## src/rtl/conv_output_stream_sink.sv

```systemverilog
// conv_output_stream_sink
// AXI-Stream slave that terminates the convolution engine's 64-bit pixel stream.
// Each accepted beat (4 pixels) becomes one output-BRAM word write, one channel plane
// at a time. A finished plane is held in BRAM until the downstream stage acknowledges
// it via drain_ack_i; only then is the next plane accepted. tlast framing is checked
// but never alters plane length, which is fixed by the image size latched at start.
//
// Optional feature: define CONV_SINK_RELU_EN to clamp negative pixels to zero on the
// write path (no added latency). Without it the beat is written verbatim.

module conv_output_stream_sink #(
    parameter int unsigned DATA_WIDTH  = 64,
    parameter int unsigned PIXEL_WIDTH = 16,
    parameter int unsigned ADDR_WIDTH  = 14
) (
    input  logic                  clk_i,
    input  logic                  rst_i,
    input  logic                  start_i,
    input  logic [2:0]            image_size_choose_i,
    input  logic [1:0]            channel_size_choose_i,
    input  logic [DATA_WIDTH-1:0] s_axis_tdata_i,
    input  logic                  s_axis_tvalid_i,
    input  logic                  s_axis_tlast_i,
    output logic                  s_axis_tready_o,
    output logic                  bram_we_o,
    output logic [ADDR_WIDTH-1:0] bram_addr_o,
    output logic [DATA_WIDTH-1:0] bram_din_o,
    output logic                  chan_done_o,
    input  logic                  drain_ack_i,
    output logic [8:0]            chan_index_o,
    output logic                  frame_done_o,
    output logic                  tlast_err_o
);

    localparam int unsigned Lanes = DATA_WIDTH / PIXEL_WIDTH;

    localparam logic [1:0] StIdle = 2'd0;
    localparam logic [1:0] StRecv = 2'd1;
    localparam logic [1:0] StHold = 2'd2;
    localparam logic [1:0] StDone = 2'd3;

    // Plane length minus one in words: (4 << sel)^2 / 4 = 4 << (2*sel); selects 6,7 clamp to 128.
    function automatic logic [ADDR_WIDTH-1:0] words_m1_of(input logic [2:0] sel);
        logic [2:0]  s;
        logic [31:0] words;
        s     = (sel > 3'd5) ? 3'd5 : sel;
        words = 32'd4 << {s, 1'b0};
        return ADDR_WIDTH'(words - 32'd1);
    endfunction

    // Channel count minus one; select 3 falls back to 64 channels.
    function automatic logic [7:0] chan_last_of(input logic [1:0] sel);
        logic [7:0] last;
        case (sel)
            2'd0:    last = 8'd255;
            2'd1:    last = 8'd127;
            default: last = 8'd63;
        endcase
        return last;
    endfunction

    logic [1:0]            state_q, state_d;
    logic [ADDR_WIDTH-1:0] words_m1_q, words_m1_d;
    logic [7:0]            chan_last_q, chan_last_d;
    logic [ADDR_WIDTH-1:0] word_cnt_q, word_cnt_d;
    logic [8:0]            chan_index_q, chan_index_d;
    logic                  we_q, we_d;
    logic [ADDR_WIDTH-1:0] addr_q, addr_d;
    logic [DATA_WIDTH-1:0] din_q, din_d;
    logic                  chan_done_q, chan_done_d;
    logic                  tlast_err_q, tlast_err_d;

    logic                  accept;
    logic                  last_word;
    logic                  more_chans;
    logic [DATA_WIDTH-1:0] beat_data;

    // Ready depends only on registered state, never on tvalid.
    assign accept     = s_axis_tvalid_i && (state_q == StRecv);
    assign last_word  = (word_cnt_q == words_m1_q);
    assign more_chans = (chan_index_q < {1'b0, chan_last_q});

    // Write-data shaping: optional per-lane clamp of negative pixels.
    always_comb begin
        beat_data = s_axis_tdata_i;
`ifdef CONV_SINK_RELU_EN
        for (int i = 0; i < int'(Lanes); i++) begin
            if (s_axis_tdata_i[i*PIXEL_WIDTH + PIXEL_WIDTH - 1]) begin
                beat_data[i*PIXEL_WIDTH +: PIXEL_WIDTH] = '0;
            end
        end
`endif
    end

    // Next-state: plane sequencing, beat-to-write unpacking and tlast framing check.
    always_comb begin
        state_d      = state_q;
        words_m1_d   = words_m1_q;
        chan_last_d  = chan_last_q;
        word_cnt_d   = word_cnt_q;
        chan_index_d = chan_index_q;
        we_d         = 1'b0;
        addr_d       = addr_q;
        din_d        = din_q;
        chan_done_d  = chan_done_q;
        tlast_err_d  = tlast_err_q;

        case (state_q)
            StIdle: begin
                if (start_i) begin
                    state_d      = StRecv;
                    words_m1_d   = words_m1_of(image_size_choose_i);
                    chan_last_d  = chan_last_of(channel_size_choose_i);
                    word_cnt_d   = '0;
                    chan_index_d = '0;
                    tlast_err_d  = 1'b0;
                end
            end
            StRecv: begin
                if (accept) begin
                    we_d       = 1'b1;
                    addr_d     = word_cnt_q;
                    din_d      = beat_data;
                    word_cnt_d = word_cnt_q + 1'b1;
                    // Framing error is only flagged; the plane length stays word-count driven.
                    if (s_axis_tlast_i != last_word) begin
                        tlast_err_d = 1'b1;
                    end
                    if (last_word) begin
                        state_d     = StHold;
                        chan_done_d = 1'b1;
                    end
                end
            end
            StHold: begin
                if (drain_ack_i) begin
                    chan_done_d = 1'b0;
                    if (more_chans) begin
                        state_d      = StRecv;
                        chan_index_d = chan_index_q + 1'b1;
                        word_cnt_d   = '0;
                    end else begin
                        state_d = StDone;
                    end
                end
            end
            StDone: begin
                state_d = StIdle;
            end
            default: begin
                state_d = StIdle;
            end
        endcase
    end

    // State registers; reset aborts any frame in progress and suppresses pending writes.
    always_ff @(posedge clk_i) begin
        if (rst_i) begin
            state_q      <= StIdle;
            words_m1_q   <= words_m1_of(3'd5);
            chan_last_q  <= chan_last_of(2'd0);
            word_cnt_q   <= '0;
            chan_index_q <= '0;
            we_q         <= 1'b0;
            addr_q       <= '0;
            din_q        <= '0;
            chan_done_q  <= 1'b0;
            tlast_err_q  <= 1'b0;
        end else begin
            state_q      <= state_d;
            words_m1_q   <= words_m1_d;
            chan_last_q  <= chan_last_d;
            word_cnt_q   <= word_cnt_d;
            chan_index_q <= chan_index_d;
            we_q         <= we_d;
            addr_q       <= addr_d;
            din_q        <= din_d;
            chan_done_q  <= chan_done_d;
            tlast_err_q  <= tlast_err_d;
        end
    end

    assign s_axis_tready_o = (state_q == StRecv);
    assign bram_we_o       = we_q;
    assign bram_addr_o     = addr_q;
    assign bram_din_o      = din_q;
    assign chan_done_o     = chan_done_q;
    assign chan_index_o    = chan_index_q;
    assign frame_done_o    = (state_q == StDone);
    assign tlast_err_o     = tlast_err_q;

endmodule

```

## config.mk

```make
export PLATFORM = sky130hd
export DESIGN_NAME = conv_output_stream_sink
export DESIGN_NICKNAME = d
export VERILOG_FILES = /design/src/rtl/conv_output_stream_sink.sv
export SDC_FILE = /design/constraint.sdc
export NUM_CORES = 1
export LEC_CHECK = 0
export CAP_MARGIN = 10
export CORE_ASPECT_RATIO = 1.4
export CORE_UTILIZATION = 48
export DETAILED_ROUTE_END_ITERATION = 7
export HOLD_SLACK_MARGIN = 0.1
export PLACE_DENSITY_LB_ADDON = 0.25
export SYNTH_ARGS = -nofsm -noshare
export SYNTH_HDL_FRONTEND = slang
export SYNTH_SLANG_ARGS = --single-unit
export TNS_END_PERCENT = 30
```

## constraint.sdc

```tcl
create_clock -name clk_i -period 3.5 [get_ports clk_i]
set_input_delay 0.525 -clock clk_i [delete_from_list [all_inputs] [get_ports clk_i]]
set_output_delay 0.525 -clock clk_i [all_outputs]
set_load 0.01 [all_outputs]
```

Yosys cells after proc, flatten, opt, wreduce, memory -nomap -nowiden
Cells that the tools add are included.
{"block": "word_totals", "ff_bits": 128, "inputBits": 75, "output_inout_bits": 92, "word_cells": 70}
{"block": "op_classes", "n_addsub": 3, "magnitude_cmp": 2, "eq_ne": 12, "shifts": 1, "n_mux": 26, "bitwise": 1, "reduce_logical": 15}
{"operator": "$mux 14", "n": 4}
{"operator": "$pmux 14 s3", "n": 1}
{"operator": "$mux 9", "n": 3}
{"operator": "$pmux 9 s2", "n": 1}
{"operator": "$pmux 8 s2", "n": 1}
{"operator": "$reduce_and 4->1", "n": 4}
{"operator": "$add 14x1->14 const B", "n": 1}
{"operator": "$eq 14x14->1", "n": 1}
{"operator": "$shl 3x4->14 const A", "n": 1}
{"operator": "$sub 14x1->14 const B", "n": 1}
{"operator": "$mux 2", "n": 5}
{"operator": "$add 9x1->9 const B", "n": 1}
{"operator": "$lt 9x8->1", "n": 1}
{"operator": "$pmux 2 s4", "n": 1}
{"operator": "$mux 1", "n": 7}
{"operator": "$ne 2x1->1 const B", "n": 3}
{"operator": "$ne 2x2->1 const B", "n": 3}
{"operator": "$reduce_bool 2->1", "n": 3}
{"operator": "$reduce_and 5->1", "n": 1}
{"operator": "$eq 2x1->1 const B", "n": 2}
{"operator": "$eq 2x2->1 const B", "n": 2}
{"operator": "$logic_not 2->1", "n": 2}
{"operator": "$pmux 1 s2", "n": 2}
{"operator": "$reduce_and 2->1", "n": 2}
{"operator": "7 further kinds", "n": 7}

Depth between registers and ports, before layout
Gate-level depths: netlist of the first run.
{"block": "depth", "ltp_word": 5, "mapped_depth": 9}

Worst setup path after synthesis of the first run
No wires, ideal clock.
{"block": "synth_path", "path_type": "flip-flop to flip-flop", "from": "register chan_index_q[6], in the netlist chan_index_o[6]", "to": "register word_cnt_q[10]", "setup_ns": 0.070, "arrival_ns": 1.783, "path_slack_ns": 1.647, "path_stages_with_launch": 7, "path_buffers": 0, "cell_sequence": "dfxtp_1 ha_1 nor2b_1 and4_4 a2bb2oi_2 or4_1 a21oi_1"}
{"block": "synth_between", "elab_chain_len": 3}
{"item": "from (decl)", "line_no": "66", "source": "logic [8:0] chan_index_q, chan_index_d;"}
{"item": "from (signal assigned)", "line_no": "174", "source": "chan_index_q <= chan_index_d;"}
{"item": "$lt 9x8->1", "line_no": "81", "source": "assign more_chans = (chan_index_q < {1'b0, chan_last_q});"}
{"item": "$ne 2x2->1 (no line)"}
{"item": "$reduce_and 5->1 (no line)"}
{"item": "to (signal assigned)", "line_no": "173", "source": "word_cnt_q <= word_cnt_d;"}
{"item": "to (decl)", "line_no": "65", "source": "logic [ADDR_WIDTH-1:0] word_cnt_q, word_cnt_d;"}
Every way passes these cells.
A chain may end at the register's enable or synchronous reset.

Worst setup path in the final report of the first run
{"block": "layout_path", "from": "register state_q[0]", "to": "output port s_axis_tready_o"}
{"block": "layout_between", "elab_chain_len": 1}
{"item": "from (decl)", "line_no": "62", "source": "logic [1:0] state_q, state_d;"}
{"item": "from (signal assigned)", "line_no": "159", "source": "state_q <= StIdle;"}
{"item": "from (signal assigned)", "line_no": "170", "source": "state_q <= state_d;"}
{"item": "$eq 2x1->1", "line_no": "183", "source": "assign s_axis_tready_o = (state_q == StRecv);"}
{"item": "to (decl)", "line_no": "24", "source": "output logic s_axis_tready_o,"}
Every way passes these cells.

==> impl_metrics.ini, run 1 <==
[sta]
fmax_ghz = 0.431
maxSlewViolCount = 0
fin_crit_ns = 2.32
worstMarginPinSlew_ns = 0.992
slew_headroom = 0.334
fin_setup_tns_ns = 0
finalSetupViolCount = 0
hold_ws_ns = 0.451
fin_crit_sh = 0.664
rsz0062_at_grt = no
clock-skew-final_ns = 0.00921
hold_viol_final = 0

[routing]
drtIter0Drc = 242
routedWlPerCell_um = 14.7
vias = 4557
dr.pass1.iters = 4
route.final.wire_length_um = 12500
drc = 0
ant_nets = 0
vias_per_cell = 5.33

[clock_network]
cts_hold_buf = 0
clockRootBuffer = clkbuf_16
numCtsBuffers = 17
cts_sinks = 118
postCtsSetupBuffers = 0
cts_resized = 0
clk_pin_slew_worst_paths_ns = 0.05
htreeDepth = 4
insertion_delay_ns = 0.41
cts_buffer_depth = 2
cts_tree = built

[synth]
synth_edf_count = 0
synth-main-ff-cell = dfxtp_1
synth_nets = 657
ys_async_sr_fraction = 0
avgSynthCellArea_um2 = 8.03
synth_cell_types = 43
syn_inst = 577
ys_seq_elements = 118
yosysWarnings = 0
yosysSeqAreaShare = 0.510
syn_area_um2 = 4630

[min_path]
hold_path.class = register to register

[run_status]
status = finished, final reports clean

[floorplan]
ios = 167
die_w_um = 85.0
die_area_um2 = 10000
initial_utilization = 0.492
die_h_um = 118
core_area_um2 = 9410
row_count = 42

[setup_path]
arrival_ns = 1.80
crit_path_start_kind = register
cp_max_fo = 7
crit_path_end_kind = primary output
required_ns = 2.97
path_class = register to primary output

[placed_design]
dp_hpwl_um = 8590
place_inst = 823
portBuffers = 166
routabilityCongestion = 0.837

[global_route]
grtUsageTotal = 0.257
antenna_found_initial = 0
grt_pass1_wl_um = 20500
grt_start_max_net_pins = 95
grt_overflow = 0
grt_pass1_vias = 4299

[finish]
area_growth_pct = 50.1
fill_cells = 715
fin_cells = 855
diodes = 0
drive_gt1_frac = 0.0604
nets = 812

[power]
p_per_area_nw_per_um2 = 509
cellLeakagePower_nw = 2.50
vdd_drop_max_v = 0.000447

[run]
cap_violations = 0
-- state kept, by name (all words and copies together), names as in the netlist --
| register | flops |
|---|---|
| word_cnt_q | 14 |
| state_q | 2 |
| chan_index_o | 9 |
| bram_we_o | 1 |
| bram_din_o | 64 |
| words_m1_q | 10 |
| bram_addr_o | 14 |
| chan_last_q | 2 |
| chan_done_o | 1 |
| tlast_err_o | 1 |
-- metrics by stage --
stage / cell area (µm²) / worst slack [ns] / total power, mW / utilization
6_report: 6950 / 1.18 / 3.54 / 0.739
4_1_cts: 6950 / 1.19 / 3.56 / 0.739
3_3_place_gp: 6320 / 0.907 / 1.75 / 0.672
5_1_grt: 6950 / 1.13 / 3.66 / 0.739
2_1_floorplan: 4630 / 1.65 / 1.58 / -
3_5_place_dp: 6320 / 0.866 / 1.76 / 0.672
-- critical path: stages (launching register included) --
cell,delay (ns)
dfxtp_1,0.44
nor2b_1,0.34
clkdlybuf4s50_1,0.61
-- worst paths after layout --
check | from | to | slack [ns] | depth (start not counted)
max reg2reg | chan_index_o[7] | word_cnt_q[11] | 1.29 | 6
min | bram_addr_o[12] | bram_addr_o[12] | 0.45 | 2
max | state_q[0] | s_axis_tready_o | 1.18 | 2
min reg2reg | bram_addr_o[12] | bram_addr_o[12] | 0.45 | 2
-- synth_stat cells (4+ instances only) --
cell      number  area (µm²)
and2_1         5        31.3
o21ai_0        6        30.0
nor3_1         5        25.0
xor2_1         8        70.1
inv_1          5        18.8
nand2_1      184         691
a211o_1        5        43.8
ha_1           5        62.6
and3_1         5        31.3
clkbuf_1      28         105
o21ai_1        4        20.0
nor2_1        25        93.8
dfxtp_1      118        2360
or3_1          7        43.8
a21oi_1       96         480
or4_1          6        45.0
nand4_1        8        50.1
buf_2          6        30.0
o31ai_1        5        37.5
xnor2_1        8        70.1
nand3_1       10        50.1
-- cell families (layout without fill, tap and decap cells) --
family / count (synthesis) / in the layout / share of synthesized area
simple gates: 271 / 271 / 0.257
flops: 118 / 118 / 0.510
compound gates: 125 / 125 / 0.149
fa+ha+maj: 5 / 5 / 0.0135
xor+xnor: 16 / 16 / 0.0303
buf+inv: 40 / 208 / 0.0357
mux: 2 / 2 / 0.00432
-- placed cells by master, fill, tap and decap left out, types with 2 or more instances in the layout --
master           instances
or2_1                    2
inv_1                    5
bufinv_16                3
nand3_1                 10
nor3_1                   5
xnor2_1                  8
o31ai_1                  5
o21bai_1                 2
a211o_1                  5
ha_1                     5
o21ai_0                  6
xor2_1                   8
clkbuf_16               17
or4_1                    6
a21oi_1                 96
and2_1                   4
nand2_1                183
nor2_1                  25
buf_4                    5
and3_1                   5
dfxtp_1                118
or3_1                    7
clkinv_2                 4
clkbuf_8                 6
nand4_1                  8
clkdlybuf4s50_1        165
o21ai_1                  4
mux2i_1                  2
nor2b_1                  2
o211ai_1                 2
nand3b_1                 2
-- area by class of cell --
cell class | instances | area (µm²) | share of cell area
Clock buffer | 24 | 512 | 0.0736
Clock inverter | 8 | 118 | 0.0169
Inverter | 5 | 18.8 | 0.00270
Multi-Input combinational cell | 419 | 2110 | 0.303
Sequential cell | 118 | 2360 | 0.340
Tap cell | 110 | 138 | 0.0198
Timing Repair Buffer | 171 | 1690 | 0.244
-- routing by layer --
layer	wire [µm]	global-route usage	up-vias	part of all wire
met5	0	0	-	0
met4	196	0.0900	0	0.016
met3	691	0.0705	15	0.055
met2	6600	0.468	165	0.53
met1	5060	0.280	2133	0.40
li1	-	-	2244	-
-- report_power, final --
part	internal, mW	switching [mW]
registers	1.39	0.0253
logic	0.171	0.147
clock network	1.23	0.576
total	2.79	0.749
No activity file was read; power rests on OpenSTA's default activity.
==> inputs of run 2 (changes only) <==
- CORE_UTILIZATION: 48 -> 40
- clock period: 3.5 -> 2.1 ns (I/O delays scaled with it)
==> run 2 against run 1 <==
  * Clock power increased by 74%
  * Combinational power is 77% higher
  * Utilization down 10 points
  * Non-clock buffer count increased by 19
  * Hold slack lost 0.028 ns
  * Sequential power grew 67%
  * Final cell count grew 6.2%
==> impl_metrics.ini, run 2 (synthesized netlist as in run 1, its figures left out) <==
[clock_network]
cts_hold_buf = 0
insertion_delay_ns = 0.40
htreeDepth = 4
cts_sinks = 118
cts_tree = built
clk_pin_slew_worst_paths_ns = 0.05
numCtsBuffers = 17
cts_buffer_depth = 2
clockRootBuffer = clkbuf_16

[power]
clockPowerShare = 0.518
cellLeakagePower_nw = 2.60
vdd_drop_max_v = 0.000605
power_mw = 6.06
switching_share = 0.215
p_switching_mw = 1.30
p_comb_frac = 0.093
seq_power_share = 0.389
internal-power_mw = 4.76
p_per_area_nw_per_um2 = 843

[setup_path]
cp_max_fo = 7
crit_path_end_kind = primary output
r2r-end = word_cnt_q[1]
arrival_ns = 1.71
path_class = register to primary output
crit_slowest_cell = clkdlybuf4s50_1
path_cells = nor2b_2 > clkdlybuf4s50_1
r2r_start = chan_last_q[6]
crit_family = buffers and inverters
crit_path_start_kind = register
worstRegToRegCells = 9
cp_num_buf_inv = 1
r2r_slack_ns = 0.11
slowest_delay_ns = 0.58
required_ns = 1.78

[finish]
fill_cells = 987
final_cell_mix = nand2_1 (183), clkdlybuf4s50_1 (165), dfxtp_1 (118)
final_common_cell = nand2_1
fin_cells = 908
multi_input_area_um2 = 2120
nets = 831
regArea_um2 = 2360
drive_gt1_frac = 0.0838
largest_reg_flops = 64
design_area_um2 = 7190
area_growth_pct = 55.2
diodes = 0

[run_status]
status = finished, final reports clean

[min_path]
min_from = rst_i
hold_path.class = primary input to register
min_path_cells = 4
hold_end = chan_index_o[8]

[floorplan]
die_h_um = 129
initial_utilization = 0.410
core_area_um2 = 11300
row_count = 46
die_w_um = 92.9
die_area_um2 = 12000
ios = 167

[global_route]
antenna_found_initial = 0
grt_pass1_vias = 4286
grt_start_max_net_pins = 66
gr-usage-met1 = 0.221
met2_usage = 0.377
met3_usage = 0.0640
grt_overflow = 0
grt_busiest_layer = met2
grtUsageTotal = 0.209
grt_pass1_wl_um = 19800

[sta]
fin_crit_ns = 2.02
fin_crit_sh = 0.964
hold_ws_ns = 0.423
rsz0062_at_grt = no
hold_viol_final = 0
finalSetupViolCount = 0
worstMarginPinSlew_ns = 0.603
slew_headroom = 0.598
clock-skew-final_ns = 0.00791
maxSlewViolCount = 0
setup_ws_ns = 0.0751
fmax_ghz = 0.494

[routing]
route.final.wire_length_um = 12800
vias_per_cell = 5.04
drc = 0
routedWlPerCell_um = 14.0
dr.pass1.iters = 4
ant_nets = 0
vias = 4577
drtIter0Drc = 193

[placed_design]
place_inst = 876
place_ws_ns = -0.0871
routabilityCongestion = 0.792
portBuffers = 166
placed_cell_area_um2 = 6530
dp_hpwl_um = 8740

[run]
cap_violations = 0
[run 2: cell types whose count changed in the layout (fill, tap and decap cells not counted), moves of 2 or more]
cell | before | now
buf_4 | 5 | 22
clkinvlp_4 | 1 | 3
clkbuf_8 | 6 | 1
bufinv_16 | 3 | 5
clkinv_2 | 4 | 2
buf_12 | 0 | 2
[run 2: what timing repair did]
action / in CTS / in global routing
resized for setup: 1 / 1
cloned: 0 / 0
setup endpoints to repair: 1 / 3
setup buffers: 0 / 0
[run 2: layout make-up]
cell class / instances / area share
clock buffers: 20 / 0.0622
clock inverters: 12 / 0.0279
inverters: 5 / 0.00261
multi-input cells: 419 / 0.295
flip-flops and latches: 118 / 0.329
well taps: 144 / 0.0251
repair buffers: 190 / 0.259
[run 2: metrics by stage]
| stage | setup TNS [ns] | util |
|---|---|---|
| after floorplan | 0 | - |
| after global placement | -0.0160 | 0.579 |
| after detailed placement | -0.181 | 0.579 |
| after CTS | 0 | 0.636 |
| after global routing | 0 | 0.637 |
| final | 0 | 0.637 |
[run 2: per-layer routing]
metal	routed length, µm	vias up
met3	635	28
met4	380	0
met5	0	-
met1	5160	2129
li1	-	2279
met2	6580	141
[run 2: worst reg2reg max path, stage by stage, from the launching register on]
cell,delay [ns]
dfxtp_1,0.35
inv_1,0.06
ha_1,0.26
nor2b_1,0.19
nand4_2,0.18
a21oi_4,0.30
buf_4,0.18
buf_4,0.12
mux2i_1,0.18
nor2_1,0.06
[run 2: how the worst max path moves through the flow]
stage / from / end / slack (ns) / cells past startpoint
floorplan: chan_index_o[6] / word_cnt_q[10] / 0.25 / 6
global placement: drain_ack_i / word_cnt_q[1] / -0.02 / 8
detailed placement: drain_ack_i / word_cnt_q[1] / -0.09 / 8
CTS: chan_last_q[6] / word_cnt_q[1] / 0.05 / 9
global route: state_q[0] / s_axis_tready_o / 0.005 / 2
finish: state_q[0] / s_axis_tready_o / 0.08 / 2
[run 2: power by group through the flow]
stage / clock [mW] / sequential [mW] / combinational, mW
floorplan: 0 / 2.42 / 0.210
global placement: 0 / 2.40 / 0.549
detailed placement: 0 / 2.40 / 0.560
CTS: 3.20 / 2.35 / 0.567
global route: 3.30 / 2.36 / 0.611
finish: 3.14 / 2.36 / 0.562
